==> config.mk <==
export PLATFORM = sky130hd
export DESIGN_NAME = serializer6_controller
export DESIGN_NICKNAME = d
export VERILOG_FILES = /design/src/rtl/serializer6_pkg.sv /design/src/rtl/serializer6_controller_bit_period_counter.sv /design/src/rtl/serializer6_controller.sv
export SDC_FILE = /design/constraint.sdc
export NUM_CORES = 1
export LEC_CHECK = 0
export ABC_AREA = 1
export CAP_MARGIN = 20
export CORE_UTILIZATION = 58
export CTS_CLUSTER_SIZE = 20
export DETAILED_ROUTE_END_ITERATION = 8
export PLACE_DENSITY = 0.92
export SLEW_MARGIN = 0
export SYNTH_ARGS = -nofsm -noshare
export SYNTH_HDL_FRONTEND = slang
export SYNTH_SLANG_ARGS = --single-unit
export TNS_END_PERCENT = 100
==> constraint.sdc <==
create_clock -name clockpulse -period 4.4 [get_ports clockpulse]
set_clock_uncertainty 0.05 [all_clocks]
set_input_delay 0.88 -clock clockpulse [delete_from_list [all_inputs] [get_ports clockpulse]]
set_output_delay 0.88 -clock clockpulse [all_outputs]
set_load 0.02 [all_outputs]
==> src/rtl/serializer6_pkg.sv <==
// Shared types and constants for the 6-bit serial frame controller.
// Optional parity bit is enabled by defining SERIALIZER6_PARITY_EN.
package serializer6_pkg;

  localparam int WORD_WIDTH = 6;
  localparam int BIT_CNT_W  = 3;
  localparam int PERIOD_W   = 8;

  // Level driven on the serial line whenever no frame is in flight.
  localparam logic IDLE_LEVEL = 1'b1;

  typedef enum logic [2:0] {
    IDLE   = 3'd0,
    START  = 3'd1,
    DATA   = 3'd2,
    PARITY = 3'd3,
    STOP   = 3'd4
  } state_t;

  function automatic logic even_parity(input logic [WORD_WIDTH-1:0] w);
    return ^w;
  endfunction

endpackage

==> src/rtl/serializer6_controller_bit_period_counter.sv <==
// Bit-period timer: counts 0..BIT_CYCLES-1 while running and strobes
// period_end in the final cycle of each period; load restarts it at 0.
module bit_period_counter
  import serializer6_pkg::*;
#(
  parameter int BIT_CYCLES = 4
) (
  input  logic clk,
  input  logic rst_n,
  input  logic load,
  input  logic run,
  output logic period_end,
  output logic last_next
);

  localparam logic [PERIOD_W-1:0] LAST = PERIOD_W'(BIT_CYCLES - 1);

  logic [PERIOD_W-1:0] cnt_q;
  logic [PERIOD_W-1:0] cnt_d;

  always_comb begin
    period_end = run && (cnt_q == LAST);
    cnt_d      = cnt_q;
    if (load || period_end) begin
      cnt_d = '0;
    end else if (run) begin
      cnt_d = cnt_q + PERIOD_W'(1);
    end
    // Lets the parent register outputs that belong to the last cycle of a period.
    last_next = (cnt_d == LAST);
  end

  always_ff @(posedge clk) begin
    if (!rst_n) begin
      cnt_q <= '0;
    end else begin
      cnt_q <= cnt_d;
    end
  end

endmodule

==> src/rtl/serializer6_controller.sv <==
// Sequences a 6-bit LSB-first shift register into start/data/[parity]/stop
// serial frames. Parity bit present when SERIALIZER6_PARITY_EN is defined.
module serializer6_controller
  import serializer6_pkg::*;
#(
  parameter int BIT_CYCLES = 4
) (
  input  logic                  clockpulse,
  input  logic                  clear_,
  input  logic                  word_valid,
  input  logic [WORD_WIDTH-1:0] word,
  output logic                  word_ready,
  output logic                  serial_output,
  output logic                  frame_active,
  output logic                  frame_done,
  output state_t                dbg_state
);

  // Handshake: a word transfers on a rising edge where word_valid and
  // word_ready are both 1; word_ready is 1 in every IDLE cycle and 0 otherwise,
  // word_valid may drop at any time without a transfer.

  state_t                state_q, state_d;
  logic [WORD_WIDTH-1:0] data_q, data_d;
  logic [BIT_CNT_W-1:0]  bit_cnt_q, bit_cnt_d;
  logic                  serial_q, serial_d;
  logic                  done_q, done_d;
  logic                  load;
  logic                  run;
  logic                  period_end;
  logic                  last_next;
`ifdef SERIALIZER6_PARITY_EN
  logic                  parity_q, parity_d;
`endif

  assign run = (state_q != IDLE);

  bit_period_counter #(
    .BIT_CYCLES (BIT_CYCLES)
  ) u_period (
    .clk        (clockpulse),
    .rst_n      (clear_),
    .load       (load),
    .run        (run),
    .period_end (period_end),
    .last_next  (last_next)
  );

  always_comb begin
    state_d   = state_q;
    data_d    = data_q;
    bit_cnt_d = bit_cnt_q;
    load      = 1'b0;
    case (state_q)
      IDLE: begin
        if (word_valid) begin
          load      = 1'b1;
          data_d    = word;
          bit_cnt_d = '0;
          state_d   = START;
        end
      end
      START: begin
        if (period_end) state_d = DATA;
      end
      DATA: begin
        if (period_end) begin
          data_d    = {1'b0, data_q[WORD_WIDTH-1:1]};
          bit_cnt_d = bit_cnt_q + BIT_CNT_W'(1);
          if (bit_cnt_q == BIT_CNT_W'(WORD_WIDTH - 1)) begin
            bit_cnt_d = '0;
`ifdef SERIALIZER6_PARITY_EN
            state_d   = PARITY;
`else
            state_d   = STOP;
`endif
          end
        end
      end
      PARITY: begin
        if (period_end) state_d = STOP;
      end
      STOP: begin
        if (period_end) state_d = IDLE;
      end
      default: state_d = IDLE;
    endcase
  end

`ifdef SERIALIZER6_PARITY_EN
  assign parity_d = load ? even_parity(word) : parity_q;
`endif

  // Line and done flag are computed from the next state so that the
  // registered outputs line up with the state they belong to.
  always_comb begin
    serial_d = IDLE_LEVEL;
    case (state_d)
      IDLE:   serial_d = IDLE_LEVEL;
      START:  serial_d = 1'b0;
      DATA:   serial_d = data_d[0];
`ifdef SERIALIZER6_PARITY_EN
      PARITY: serial_d = parity_q;
`else
      PARITY: serial_d = IDLE_LEVEL;
`endif
      STOP:   serial_d = 1'b1;
      default: serial_d = IDLE_LEVEL;
    endcase
    done_d = (state_d == STOP) && last_next;
  end

  always_ff @(posedge clockpulse) begin
    if (!clear_) begin
      state_q   <= IDLE;
      data_q    <= '0;
      bit_cnt_q <= '0;
      serial_q  <= IDLE_LEVEL;
      done_q    <= 1'b0;
`ifdef SERIALIZER6_PARITY_EN
      parity_q  <= 1'b0;
`endif
    end else begin
      state_q   <= state_d;
      data_q    <= data_d;
      bit_cnt_q <= bit_cnt_d;
      serial_q  <= serial_d;
      done_q    <= done_d;
`ifdef SERIALIZER6_PARITY_EN
      parity_q  <= parity_d;
`endif
    end
  end

  assign word_ready    = (state_q == IDLE);
  assign frame_active  = (state_q != IDLE);
  assign serial_output = serial_q;
  assign frame_done    = done_q;
  assign dbg_state     = state_q;

endmodule

==> impl_metrics.csv <==
group,metric,value,unit
worst_setup_path,cp-start-kind,"flip-flop",
global_route,grt_util_met2,49.3,%
routing,drtPass1Iterations,6,
worst_setup_path,cp.required,3.47,ns
placed_design,hpwl,2290,µm
final_layout,post-route-util,73.4,%
clocking,root_buffer,"clkbuf_4",
clocking,ctsResizeCount,0,
worst_setup_path,r2r_slack,2.74,ns
worst_setup_path,timing.critical_path.cells,"nor2_4, nand2_4, inv_1, clkdlybuf4s50_1",
sta,tightest_slew,0.344,ns
global_route,antenna_found_initial,0,
power,p_per_area,300,nW/µm²
clocking,cts_tree,"done",
global_route,grt_util_all_layers,29.4,%
sta,setup_viol,0,
floorplanning,core,2000,µm²
final_layout,finalNonFillerCells,232,
clocking,worstSkewPairLatency,0.31,ns
hold_path,hold_path_class,"flip-flop to flip-flop",
logic_synthesis,syn_avg_cell_area,6.68,µm²
routing,routed_wl,3020,µm
sta,slew_violations,0,
clocking,cts.clk_slew.worst_paths,0.13,ns
job,drv_cap,0,
sta,finalCriticalPeriod,2.73,ns
worst_setup_path,worstSetupEndpointType,"output port",
worst_setup_path,cp_top_family,"buffers and inverters",
worst_setup_path,crit_path_max_fanout,19,
logic_synthesis,synth_top_cell_area_share,35.3,%
placed_design,placed_cells,228,
clocking,htree_levels,1,
logic_synthesis,synth_cells,187,
worst_setup_path,cp_num_buf_inv,2,
sta,fmaxAchievable,367,MHz
floorplanning,io_pins,16,
sta,period_share,61.9,%
placed_design,port_buffers,15,
global_route,gr-total-overflow,0,
run_status,status,"finished, final reports clean",
logic_synthesis,ys_seq_area_share,35.3,%
floorplanning,rows,16,
worst_setup_path,cpPeakStageDelay,0.61,ns
power,p_leak,0.000656,µW
final_layout,area_growth,17.7,%
global_route,use_met3,5.66,%
global_route,grt_pass1_vias,1248,
hold_path,hold_start,"bit_cnt_q[2]$_SDFFE_PN0P_",
routing,vias_per_cell,5.64,
floorplanning,start_util,62.4,%
floorplanning,die_w,48.4,µm
logic_synthesis,synthTopCellsByArea,"dfxtp_1, nand2_1, inv_1",
logic_synthesis,ys_seq_elements,22,
clocking,cts_buffer_depth,2,
worst_setup_path,arrival,1.80,ns
global_route,busiest_layer,"met2",
final_layout,final_nets,216,
clocking,cts_hold_buf,0,
global_route,grt_pass1_wl,5400,µm
sta,slew_headroom,77.0,%
clocking,cts.sinks,22,
worst_setup_path,crit_start,"dbg_state[0]$_SDFF_PN0_",
routing,wire_per_inst,13.0,µm
clocking,post_cts_buffers,0,
worst_setup_path,rr_startpoint,"u_period.cnt_q[1]$_SDFF_PN0_",
hold_path,min_to,"bit_cnt_q[2]$_SDFFE_PN0P_",
routing,ant_nets,0,
sta,fin_setup_tns,0,ns
final_layout,antenna_cells,0,
clocking,cts_made_buffers,3,
sta,rsz0062_at_grt,"false",
floorplanning,die_area,2340,µm²
logic_synthesis,ys_warn_count,0,
power,peakVddDrop,286,µV
power,total_power,441,µW
placed_design,place.gp.congestion,0.877,
worst_setup_path,worstSetupPathType,"flip-flop to output port",
sta,timing_hold_violations_final,0,
routing,via_count,1309,
worst_setup_path,ff2ff_path_depth,8,
sta,whs,0.446,ns
hold_path,hold_depth,1,
global_route,grt_max_degree,20,
final_layout,n_fill_cell,160,
global_route,met1_usage,35.4,%
worst_setup_path,rr_endpoint,"u_period.cnt_q[4]$_SDFF_PN0_",
worst_setup_path,crit_slowest_cell,"clkdlybuf4s50_1",
logic_synthesis,yosys.area.top_type,"dfxtp_1",
floorplanning,die_h,48.4,µm
routing,drt_iter0_drc,53,
final_layout,drive_above_1_share,8.78,%
logic_synthesis,syn_nets,197,
final_layout,layout.cells.most_common,"nand2_1",
logic_synthesis,synth_area,1250,µm²
final_layout,layout_common_cells,"nand2_1, inv_1, dfxtp_1",
logic_synthesis,ys_types,21,
routing,post-route-drc-count,0,
logic make-up (layout without fill, tap and decap cells):
family | count (synthesis) | in the layout | share of synthesized area, %
compound gates | 22 | 22 | 9.92
xor+xnor | 1 | 1 | 0.702
fa+ha+maj | 1 | 1 | 1.00
buf+inv | 29 | 47 | 9.62
flops | 22 | 22 | 35.3
simple gates | 112 | 112 | 43.5
sequential cells by signal, indices dropped and copies added, names as in the netlist:
register        flops
dbg_state           3
serial_output       1
bit_cnt_q           3
data_q              6
u_period.cnt_q      8
frame_done          1
worst max path at each step:
stage | end | slack, ns | depth (start not counted)
4_1_cts | word_ready | 1.69 | 4
3_3_place_gp | word_ready | 2.10 | 4
5_1_grt | word_ready | 1.61 | 4
6_report | word_ready | 1.67 | 4
3_5_place_dp | word_ready | 2.05 | 4
2_1_floorplan | frame_active | 2.57 | 3
worst reg2reg max path, stage by stage (launching register included):
cell and delay (ns):
dfxtp_1 0.37, ha_1 0.21, nand2_1 0.11, nor2_4 0.19, nand2_4 0.12, nand2_1 0.09, nand2_1 0.10, nand2_1 0.24
a21oi_1 0.08
cell usage after synthesis:
cell type and instances:
a21oi_1 9, a21oi_2 1, a31oi_1 5, buf_8 1, clkinv_1 1, dfxtp_1 22
ha_1 1, inv_1 26, inv_2 1, nand2_1 59, nand2_4 2, nand3_1 15
nand3_2 2, nand4_1 5, nor2_1 20, nor2_4 6, nor2_8 1, nor3_1 2
o21ai_0 6, o21ai_2 1, xor2_1 1
power by group:
group          leakage [µW]  internal (µW)  switching, µW
combinational      0.000449           27.9           43.3
sequential         0.000179            207           5.83
clock             0.0000279           92.1           64.8
total              0.000656            327            114
layer usage:
metal | share of wire, % | routed length, µm | up-vias
li1 | - | - | 637
met1 | 41 | 1250 | 581
met2 | 49 | 1490 | 72
met3 | 5.3 | 161 | 19
met4 | 3.8 | 114 | 0
met5 | 0 | 0 | -
area by class of cell:
cell class,instances,area (µm²),share of cell area (%)
inverters,28,105,7.15
flip-flops and latches,22,440,30.0
multi-input cells,136,688,46.8
clock inverters,1,30.0,2.04
clock buffers,3,22.5,1.53
well taps,27,33.8,2.30
repair buffers,15,150,10.2
metrics by stage:
step	setup WS [ns]	instance area, µm²
CTS	1.69	1470
detailed placement	2.05	1420
global placement	2.10	1420
global route	1.61	1470
finish	1.67	1470
floorplan	2.57	1250
(Power assumes the default switching activity.)
